[config.mk]
export PLATFORM = sky130hd
export DESIGN_NAME = carregador_matriz
export DESIGN_NICKNAME = d
export VERILOG_FILES = /design/src/rtl/pkg_ula.sv /design/src/rtl/carregador_matriz.sv
export SDC_FILE = /design/constraint.sdc
export NUM_CORES = 1
export LEC_CHECK = 0
export ABC_AREA = 1
export CAP_MARGIN = 40
export CORE_MARGIN = 1.5
export CORE_UTILIZATION = 50
export DETAILED_ROUTE_END_ITERATION = 6
export GPL_TIMING_DRIVEN = 0
export PLACE_DENSITY_LB_ADDON = 0.05
export SYNTH_ARGS = -nofsm -noshare
export SYNTH_HDL_FRONTEND = slang
export SYNTH_SLANG_ARGS = --single-unit
export TNS_END_PERCENT = 20
[constraint.sdc]
create_clock -name clock -period 6 [get_ports clock]
set_input_delay 1.2 -clock clock [delete_from_list [all_inputs] [get_ports clock]]
set_output_delay 1.2 -clock clock [all_outputs]
set_load 0.005 [all_outputs]
[src/rtl/pkg_ula.sv]
// Shared definitions for the matrix loader and the determinant units:
// element/bus geometry, loader state encoding and the legal matrix orders.
package pkg_ula;

    localparam int ELEM_W = 8;
    localparam int MAX_N  = 5;
    localparam int BUS_W  = MAX_N * MAX_N * ELEM_W;
    localparam int CNT_W  = 5;

    typedef enum logic [1:0] {
        IDLE = 2'd0,
        LOAD = 2'd1,
        DONE = 2'd2
    } estado_t;

    localparam logic [7:0] TAM_2 = 8'd2;
    localparam logic [7:0] TAM_3 = 8'd3;
    localparam logic [7:0] TAM_4 = 8'd4;
    localparam logic [7:0] TAM_5 = 8'd5;

    // True when n is an order the determinant blocks can handle.
    function automatic logic tamanho_ok(input logic [7:0] n);
        return (n >= TAM_2) && (n <= TAM_5);
    endfunction

    // Index of the last element of an n x n matrix (n*n-1).
    function automatic logic [CNT_W-1:0] ultimo_indice(input logic [7:0] n);
        logic [CNT_W-1:0] r;
        case (n)
            TAM_2:   r = 5'd3;
            TAM_3:   r = 5'd8;
            TAM_4:   r = 5'd15;
            default: r = 5'd24;
        endcase
        return r;
    endfunction

    // Bit offset of element slot cnt inside the packed matrix bus.
    function automatic logic [7:0] offset_slot(input logic [CNT_W-1:0] cnt);
        return 8'(cnt) * 8'(ELEM_W);
    endfunction

endpackage

[src/rtl/carregador_matriz.sv]
// Matrix loader: collects a serial stream of signed bytes, packs them
// row-major into the 200-bit matrix bus and holds the result stable until
// the consumer acknowledges it.
module carregador_matriz
    import pkg_ula::*;
(
    input  logic              clock,
    input  logic              reset_n,
    input  logic              inicio,
    input  logic [7:0]        tamanho_in,
    input  logic [7:0]        dado,
    input  logic              dado_valid,
    output logic              dado_ready,
    input  logic              ack,
    output logic [BUS_W-1:0]  matriz,
    output logic [7:0]        tamanho,
    output logic              matriz_valid,
    output logic              ocupado,
    output logic              erro
);

    estado_t                   estado;
    estado_t                   prox_estado;
    logic [CNT_W-1:0]          cnt;
    logic [7:0]                tam_lat;
    logic                      beat;
    logic                      ultimo;
    logic signed [ELEM_W-1:0]  elemento;

    // Bytes are stored verbatim; the signed view only documents the format.
    assign elemento = signed'(dado);
    assign beat     = (estado == LOAD) && dado_valid;
    assign ultimo   = (cnt == ultimo_indice(tam_lat));

    // State register.
    always_ff @(posedge clock or negedge reset_n) begin
        if (!reset_n) begin
            estado <= IDLE;
        end else begin
            estado <= prox_estado;
        end
    end

    // Next-state and handshake outputs; all outputs are decoded from state so
    // an asynchronous reset clears them immediately.
    always_comb begin
        prox_estado  = estado;
        dado_ready   = 1'b0;
        ocupado      = 1'b0;
        matriz_valid = 1'b0;
        tamanho      = 8'd0;
        case (estado)
            IDLE: begin
                if (inicio && tamanho_ok(tamanho_in)) begin
                    prox_estado = LOAD;
                end
            end
            LOAD: begin
                dado_ready = 1'b1;
                ocupado    = 1'b1;
                if (beat && ultimo) begin
                    prox_estado = DONE;
                end
            end
            DONE: begin
                matriz_valid = 1'b1;
                tamanho      = tam_lat;
                // ack has priority over a simultaneous inicio, which is dropped.
                if (ack) begin
                    prox_estado = IDLE;
                end
            end
            default: begin
                prox_estado = IDLE;
            end
        endcase
    end

    // Size latch, error flag, element counter and slot writes.
    always_ff @(posedge clock or negedge reset_n) begin
        if (!reset_n) begin
            matriz  <= '0;
            tam_lat <= 8'd0;
            cnt     <= '0;
            erro    <= 1'b0;
        end else begin
            case (estado)
                IDLE: begin
                    if (inicio) begin
                        if (tamanho_ok(tamanho_in)) begin
                            tam_lat <= tamanho_in;
                            matriz  <= '0;
                            cnt     <= '0;
                            erro    <= 1'b0;
                        end else begin
                            erro <= 1'b1;
                        end
                    end
                end
                LOAD: begin
                    if (beat) begin
                        matriz[offset_slot(cnt) +: ELEM_W] <= elemento;
                        // Counter parks on the last slot instead of wrapping.
                        if (!ultimo) begin
                            cnt <= cnt + 5'd1;
                        end
                    end
                end
                default: begin
                end
            endcase
        end
    end

endmodule

# Yosys cells after proc, flatten, opt, wreduce, memory -nomap -nowiden

Cells that the tools add are included.

Flip-flop bits (word level): 216
Output and inout bits: 212

$add $sub $neg: 2
Order comparisons: 2
Eq/ne operators: 13
Shifts and indexed selects: 2
Multiplexer cells: 19
Reduce and logical (&&, ||, !) cells: 11

Operator list:

| cell                                                           | number |
|---|---|
| two-way mux 200 bit                                            | 3 |
| case mux 200 bit (2 select lines)                              | 1 |
| bitwise mux 200 bit                                            | 1 |
| variable shift 8 x 10 -> 200 bit, first input constant         | 1 |
| indexed part select 8 x 10 -> 200 bit                          | 1 |
| two-way mux 5 bit                                              | 4 |
| == test 8 x 2 -> 1 bit, second input constant                  | 2 |
| case mux 5 bit (3 select lines)                                | 1 |
| inequality test 2 bit, second input constant                   | 6 |
| negation 8 -> 10 bit                                           | 1 |
| case mux 5 bit (2 select lines)                                | 1 |
| == test 8 x 3 -> 1 bit, second input constant                  | 1 |
| >= comparator 8 x 2 -> 1 bit, second input constant            | 1 |
| less-or-equal comparator 8 x 3 -> 1 bit, second input constant | 1 |
| two-way mux 8 bit                                              | 1 |
| two-way mux 2 bit                                              | 3 |
| case mux 2 bit (3 select lines)                                | 1 |
| AND reduction 3 bit                                            | 2 |
| adder 5 x 1 -> 5 bit, second input constant                    | 1 |
| == test 5 bit                                                  | 1 |
| AND reduction 5 bit                                            | 1 |
| logical AND 1 bit                                              | 4 |
| AND reduction 4 bit                                            | 1 |
| two-way mux 1 bit                                              | 3 |
| 6 further kinds                                                | 6 |

# Depth between registers and ports, before layout

Gate-level depths: netlist of the first run.

Depth after elaboration: 6
Mapped depth: 14

# Least setup slack after synthesis of the first run

Ideal clock, no wire load.

Path kind: input -> register
Start: input port tamanho_in[4]
End: register matriz[56]
Arrival time: 2.256 ns
Data required time: 5.871 ns
Path slack: 3.615 ns
Stages: 8
Buffers on the path: 1
Cell sequence: nor3_1 -> nand3_1 -> nand3b_1 -> nand2_2 -> buf_2 -> o21ai_1 -> nand2_1 -> o21ai_0

Cells in the longest elaborated chain, start to end: 4

Ends and longest elaborated chain:

| what                                                                                    | RTL line                 | text |
|---|---|---|
| from (decl)                                                                             | carregador_matriz.sv:10  | `input logic [7:0] tamanho_in,` |
| >= comparator 8 x 2 -> 1 bit or less-or-equal comparator 8 x 3 -> 1 bit (tied branches) | pkg_ula.sv:23            | `return (n >= TAM_2) && (n <= TAM_5);` |
| logical AND 1 bit (*)                                                                   | pkg_ula.sv:23            |  |
| inequality test 2 bit (no source line) (*)                                              | --                       |  |
| AND reduction 4 bit (no source line) (*)                                                | --                       |  |
| to (signal, indexed assignment)                                                         | carregador_matriz.sv:102 | `matriz[offset_slot(cnt) +: ELEM_W] <= elemento;` |
| to (decl)                                                                               | carregador_matriz.sv:15  | `output logic [BUS_W-1:0] matriz,` |

Every way passes the cells marked *; elsewhere a longest branch is shown, timed or not.
A chain may end at the register's enable or synchronous reset.

# Worst setup path in the final report of the first run

Start: register estado[1]
End: output port ocupado

Cells in the longest elaborated chain, start to end: 2

Ends and longest elaborated chain:

| what                   | RTL line                | text |
|---|---|---|
| from (decl)            | carregador_matriz.sv:22 | `estado_t estado;` |
| from (signal assigned) | carregador_matriz.sv:40 | `estado <= prox_estado;` |
| == test 2 x 1 -> 1 bit | carregador_matriz.sv:52 | `case (estado)` |
| two-way mux 1 bit      | carregador_matriz.sv:52 |  |
| to (decl)              | carregador_matriz.sv:18 | `output logic ocupado,` |

No other way between the ends.

==> impl_metrics.py, run 1 <==
metrics = {
    "clock_tree": {
        "cts_made_buffers": 23,
        "cts_root_buf": "clkbuf_16",
        "holdBufCountCts": 0,
        "clockBufferDepth": 3,
        "post_cts_resized": 0,
        "cts_tree": "yes",
        "clk_pin_slew_ns": 0.06,
        "post_cts_buffers": 0,
        "clock_latency_ns": 0.50,
        "cts.htree.levels": 1,
        "cts.sinks": 216,
    },
    "floorplanning": {
        "die-area_um2": 19200,
        "die_h_um": 139,
        "die_w_um": 139,
        "fp.coreArea_um2": 18000,
        "num_rows": 49,
        "start_util": 0.511,
        "ios": 233,
    },
    "critical_path": {
        "cp-start-kind": "flop",
        "path_cells": "nor2_4 -> clkbuf_1 -> buf_4 -> clkdlybuf4s50_1",
        "arrival_ns": 2.34,
        "slowest_delay_ns": 0.49,
        "worstPathMaxFanout": 11,
        "crit_slowest_cell": "clkbuf_1",
        "critPathKind": "reg -> out",
        "cp-end-kind": "primary output",
        "required_ns": 4.80,
    },
    "timing": {
        "relSlewSlack": 0.505,
        "holdWs_ns": 0.464,
        "rsz0062_at_grt": "false",
        "finalMaxSlewViolations": 0,
        "skew_ns": 0.00713,
        "setup_tns_ns": 0,
        "hold_viol_final": 0,
        "worst_pin_slew_ns": 0.742,
        "min_period_ns": 3.54,
        "fmax_ghz": 0.283,
        "period_share": 0.590,
        "finalSetupViolCount": 0,
    },
    "global_routing": {
        "globalRouteOverflowTotal": 0,
        "grt_pass1_wl_um": 45900,
        "grt_pass1_vias": 8195,
        "track_usage": 0.300,
        "antenna_found_initial": 0,
        "grt_max_degree": 122,
    },
    "detailed_routing": {
        "antenna_left": 0,
        "routedWlPerCell_um": 18.6,
        "drc": 0,
        "totalWireLength_um": 28900,
        "via_per_inst": 5.46,
        "drt_iter0_drc": 726,
        "via_count": 8494,
        "drtPass1Iterations": 5,
    },
    "synthesis": {
        "synth.largest_area_cell": "dfrtp_1",
        "synth_nets": 1080,
        "yosys_most_used_dff": "dfrtp_1",
        "postSynthCellCount": 1054,
        "async_flop_share": 1.00,
        "synth.cell_area_um2": 9210,
        "yosys_warnings": 0,
        "syn_area_per_cell_um2": 8.74,
        "synth_area_leaders": "dfrtp_1, nand2_1, o21ai_0, inv_1, nor2_1",
        "synth_edf_count": 0,
        "ys_types": 35,
        "synth_seq_area_share": 0.587,
        "synth_top_area_frac": 0.587,
        "ys_ff_latch": 216,
    },
    "layout": {
        "drive_gt1_frac": 0.0633,
        "mostFrequentLayoutCells": "nand2_1, clkdlybuf4s50_1, dfrtp_1, o21ai_0, inv_1",
        "syn2layout_area_growth_pct": 36.8,
        "diodes": 0,
        "nets": 1338,
        "final_common_cell": "nand2_1",
        "postLayoutCellArea_um2": 12600,
        "final_util": 0.699,
    },
    "flow_run": {
        "maxCapViolations": 0,
    },
    "outcome": {
        "status": "finished clean",
    },
    "placement": {
        "hpwl_um": 20900,
        "dpl-instance-area_um2": 11900,
        "place.gp.congestion": 1.04,
        "io_buffers": 232,
    },
    "hold_path": {
        "hold_path.class": "reg -> reg",
    },
    "power": {
        "leakage_nw": 5.61,
        "p_per_area_nw_per_um2": 319,
        "vdd_drop_max_uv": 231,
        "finalPower_w": 0.00402,
    },
}
worst max-delay path, delay by kind of cell, from the launching register on:
kind | cells | cell delay [ns]
buffers and inverters | 3 | 1.18
DFF | 1 | 0.42
and+or+nand+nor | 1 | 0.23
per-stage QoR:
step,setup WS (ns),cells
4_1_cts,2.48,1556
5_1_grt,2.39,1556
3_5_place_dp,2.56,1516
6_report,2.46,1556
2_1_floorplan,3.62,1054
3_3_place_gp,-5.23,1515
kinds of logic after synthesis:
logic type,synth area share
simple gates,0.243
flops,0.587
mux,0.00367
compound gates,0.107
fa+ha+maj,0.00679
buf+inv,0.0467
xor+xnor,0.00584
final cells by class:
type,instances,area [um^2]
buffer,28,149
fill,1515,5420
clock inverter,12,116
inverter,75,282
multi-input combinational,735,3370
tap,229,287
timing repair buffer,233,2350
clock buffer,28,634
sequential,216,5410
metal layers:
layer | routed length [um] | global-route usage | up-vias | part of all wire
met1 | 12300 | 0.417 | 4123 | 0.43
met4 | 806 | 0.0927 | 0 | 0.028
met5 | 0 | 0 | - | 0
li1 | - | - | 3955 | -
met2 | 13600 | 0.479 | 360 | 0.47
met3 | 2240 | 0.0594 | 56 | 0.077
state kept, by name, summed over array words and instances (netlist names):
| signal | count |
|---|---|
| cnt | 5 |
| estado | 2 |
| erro | 1 |
| tam_lat | 8 |
| matriz | 200 |
where the power goes:
group	internal, W	switching, W	total, W
clock network	0.000837	0.000575	0.00141
registers	0.00154	0.0000571	0.00160
logic	0.000312	0.000703	0.00102
total	0.00269	0.00133	0.00402
worst paths after layout:
kind	startpoint	end	slack, ns	cells after the start
max	estado[1]	ocupado	2.46	4
min	tam_lat[5]	tam_lat[5]	0.46	2
max in group asynchronous	reset_n	matriz[55]	4.24	2
min reg2reg	tam_lat[5]	tam_lat[5]	0.46	2
min in group asynchronous	reset_n	matriz[162]	0.71	1
max reg2reg	cnt[0]	matriz[146]	2.98	9
Yosys cell counts, types with 7 or more instances:
cell type	count
buf_2	11
clkbuf_1	11
dfrtp_1	216
inv_1	65
inv_2	7
nand2_1	359
nand3_1	42
nand3b_1	8
nand4_1	14
nor2_1	61
nor3_1	22
nor4_1	8
o21ai_0	152
o21ai_1	28
o31ai_1	7
(Power assumes the default switching activity.)
==> run 2, diff against run 1 <==
--- a/config.mk
+++ b/config.mk
@@ -8,7 +8,7 @@
 export ABC_AREA = 1
 export CAP_MARGIN = 40
 export CORE_MARGIN = 1.5
-export CORE_UTILIZATION = 50
+export CORE_UTILIZATION = 49
 export DETAILED_ROUTE_END_ITERATION = 6
 export GPL_TIMING_DRIVEN = 0
 export PLACE_DENSITY_LB_ADDON = 0.05
==> constraint.sdc (replaced) <==
create_clock -name clock -period 3.39 [get_ports clock]
set_input_delay 0.678 -clock clock [delete_from_list [all_inputs] [get_ports clock]]
set_output_delay 0.678 -clock clock [all_outputs]
set_load 0.005 [all_outputs]
==> run 2 against run 1 <==
Net effect:
- clock skew is 0.00059 ns higher
- power is 72% higher
- hold slack worse by 0.26 ns
- worst setup slack worse by 2.2 ns
- routed wire length is 1.8% lower
- flip-flop and latch count stayed put
- die area is 2.0% higher
- cell count is 0.19% lower
- first-iteration DRC count is 15% higher
- global-route usage is 0.92 points lower
- combinational power is 73% higher
- non-clock buffer count stayed put
- highest routed layer unchanged
==> impl_metrics.py, run 2 (synthesis gave the netlist of run 1 again) <==
metrics = {
    "global_routing": {
        "globalRouteOverflowTotal": 0,
        "grt_max_degree": 111,
        "grt_pass1_vias": 8150,
        "grt_pass1_wl_um": 44800,
        "antenna_found_initial": 0,
        "track_usage": 0.290,
    },
    "critical_path": {
        "crit_path_frequent_cell": "clkbuf_1",
        "cp-start-kind": "flop",
        "slowest_delay_ns": 0.40,
        "required_ns": 3.81,
        "worst-path-buf-inv": 4,
        "path_delay_family": "buffers and inverters",
        "crit_slowest_cell": "clkbuf_1",
        "critPathKind": "reg -> reg",
        "path_cells": "buf_2 -> clkinv_1 -> ha_1 -> clkbuf_1 -> nand3_1 -> clkbuf_1 -> nor3_1 -> nand2_1 -> o21ai_0",
        "arrival_ns": 3.55,
        "worstPathMaxFanout": 10,
        "cp-end-kind": "flop",
    },
    "detailed_routing": {
        "via_count": 8533,
        "antenna_left": 0,
        "via_per_inst": 5.49,
        "drt_iter0_drc": 832,
        "totalWireLength_um": 28400,
        "routedWlPerCell_um": 18.3,
        "drtPass1Iterations": 5,
        "drc": 0,
    },
    "layout": {
        "regMostFlops": "matriz",
        "reg_top3": "matriz (200), tam_lat (8), cnt (5)",
        "nets": 1337,
        "final_common_cell": "nand2_1",
        "final_util": 0.689,
        "postLayoutCellArea_um2": 12500,
        "drive_gt1_frac": 0.0582,
        "syn2layout_area_growth_pct": 36.2,
        "mostFrequentLayoutCells": "nand2_1, clkdlybuf4s50_1, dfrtp_1, o21ai_0, inv_1",
        "largest_reg_flops": 200,
        "diodes": 0,
    },
    "timing": {
        "worst_pin_slew_ns": 0.834,
        "period_share": 0.923,
        "relSlewSlack": 0.444,
        "fmax_ghz": 0.319,
        "rsz0062_at_grt": "false",
        "skew_ns": 0.00772,
        "finalSetupViolCount": 0,
        "finalMaxSlewViolations": 0,
        "min_period_ns": 3.13,
        "hold_viol_final": 0,
    },
    "floorplanning": {
        "fp.coreArea_um2": 18200,
        "ios": 233,
        "start_util": 0.506,
        "die-area_um2": 19600,
        "die_h_um": 140,
        "die_w_um": 140,
        "num_rows": 49,
    },
    "hold_path": {
        "hold_path.class": "in -> async",
    },
    "clock_tree": {
        "clk_pin_slew_ns": 0.06,
        "cts.htree.levels": 1,
        "holdBufCountCts": 0,
        "clockBufferDepth": 3,
        "cts.sinks": 216,
        "cts_tree": "yes",
        "clock_latency_ns": 0.50,
        "cts_root_buf": "clkbuf_16",
        "post_cts_buffers": 0,
        "cts_made_buffers": 22,
        "post_cts_resized": 0,
    },
    "power": {
        "vdd_drop_max_uv": 408,
        "p_per_area_nw_per_um2": 551,
        "leakage_nw": 5.56,
        "finalPower_w": 0.00691,
    },
    "placement": {
        "io_buffers": 232,
        "dpl-instance-area_um2": 11900,
        "place.gp.congestion": 0.951,
        "hpwl_um": 20400,
    },
    "flow_run": {
        "maxCapViolations": 0,
    },
    "outcome": {
        "status": "finished clean",
    },
}
run 2: cell types whose count changed in the layout (fill, tap and decap cells not counted):
cell,change
clkinv_2,-6
clkinvlp_4,+1
clkbuf_8,+1
clkbuf_1,+4
inv_6,-1
bufinv_16,-2
run 2: routing by layer:
layer | up-vias | track usage | routed length [um]
met1 | 4114 | 0.411 | 12100
met3 | 53 | 0.0345 | 2050
met2 | 404 | 0.480 | 13500
met5 | - | 0 | 0
met4 | 0 | 0.0753 | 710
li1 | 3962 | - | -
run 2: layout make-up:
class                           instances  area, um^2
Buffer                                 28         149
Clock buffer                           33         663
Clock inverter                          4        25.0
Fill cell                            1519        5670
Inverter                               75         282
Multi-Input combinational cell        735        3370
Sequential cell                       216        5410
Tap cell                              229         287
Timing Repair Buffer                  233        2350
run 2: final timing paths:
| check | startpoint | to | slack, ns | cells after the start |
|---|---|---|---|---|
| setup reg to reg | cnt[0] | matriz[146] | 0.26 | 9 |
| min in group clock | tam_lat[5] | tam_lat[5] | 0.47 | 2 |
| setup / recovery | cnt[0] | matriz[146] | 0.26 | 9 |
| hold reg to reg | tam_lat[5] | tam_lat[5] | 0.47 | 2 |
| hold / removal | reset_n | matriz[163] | 0.20 | 1 |
| max in group asynchronous | reset_n | matriz[80] | 2.19 | 2 |
run 2: per-stage QoR:
stage,worst slack (ns),hold WS (ns),instances,TNS [ns]
after detailed placement,0.375,0.452,1516,0
after CTS,0.330,0.252,1553,0
after global routing,0.0611,0.285,1553,0
final,0.260,0.202,1553,0
after floorplan,1.12,0.382,1054,0
after global placement,-7.28,0.449,1515,-1569.46
run 2: report_power, final:
part / leakage, nW / internal [W] / switching [W]
clock network: 0.333 / 0.00134 / 0.000981
logic: 2.25 / 0.000553 / 0.00121
registers: 2.98 / 0.00272 / 0.0000991
total: 5.56 / 0.00462 / 0.00229
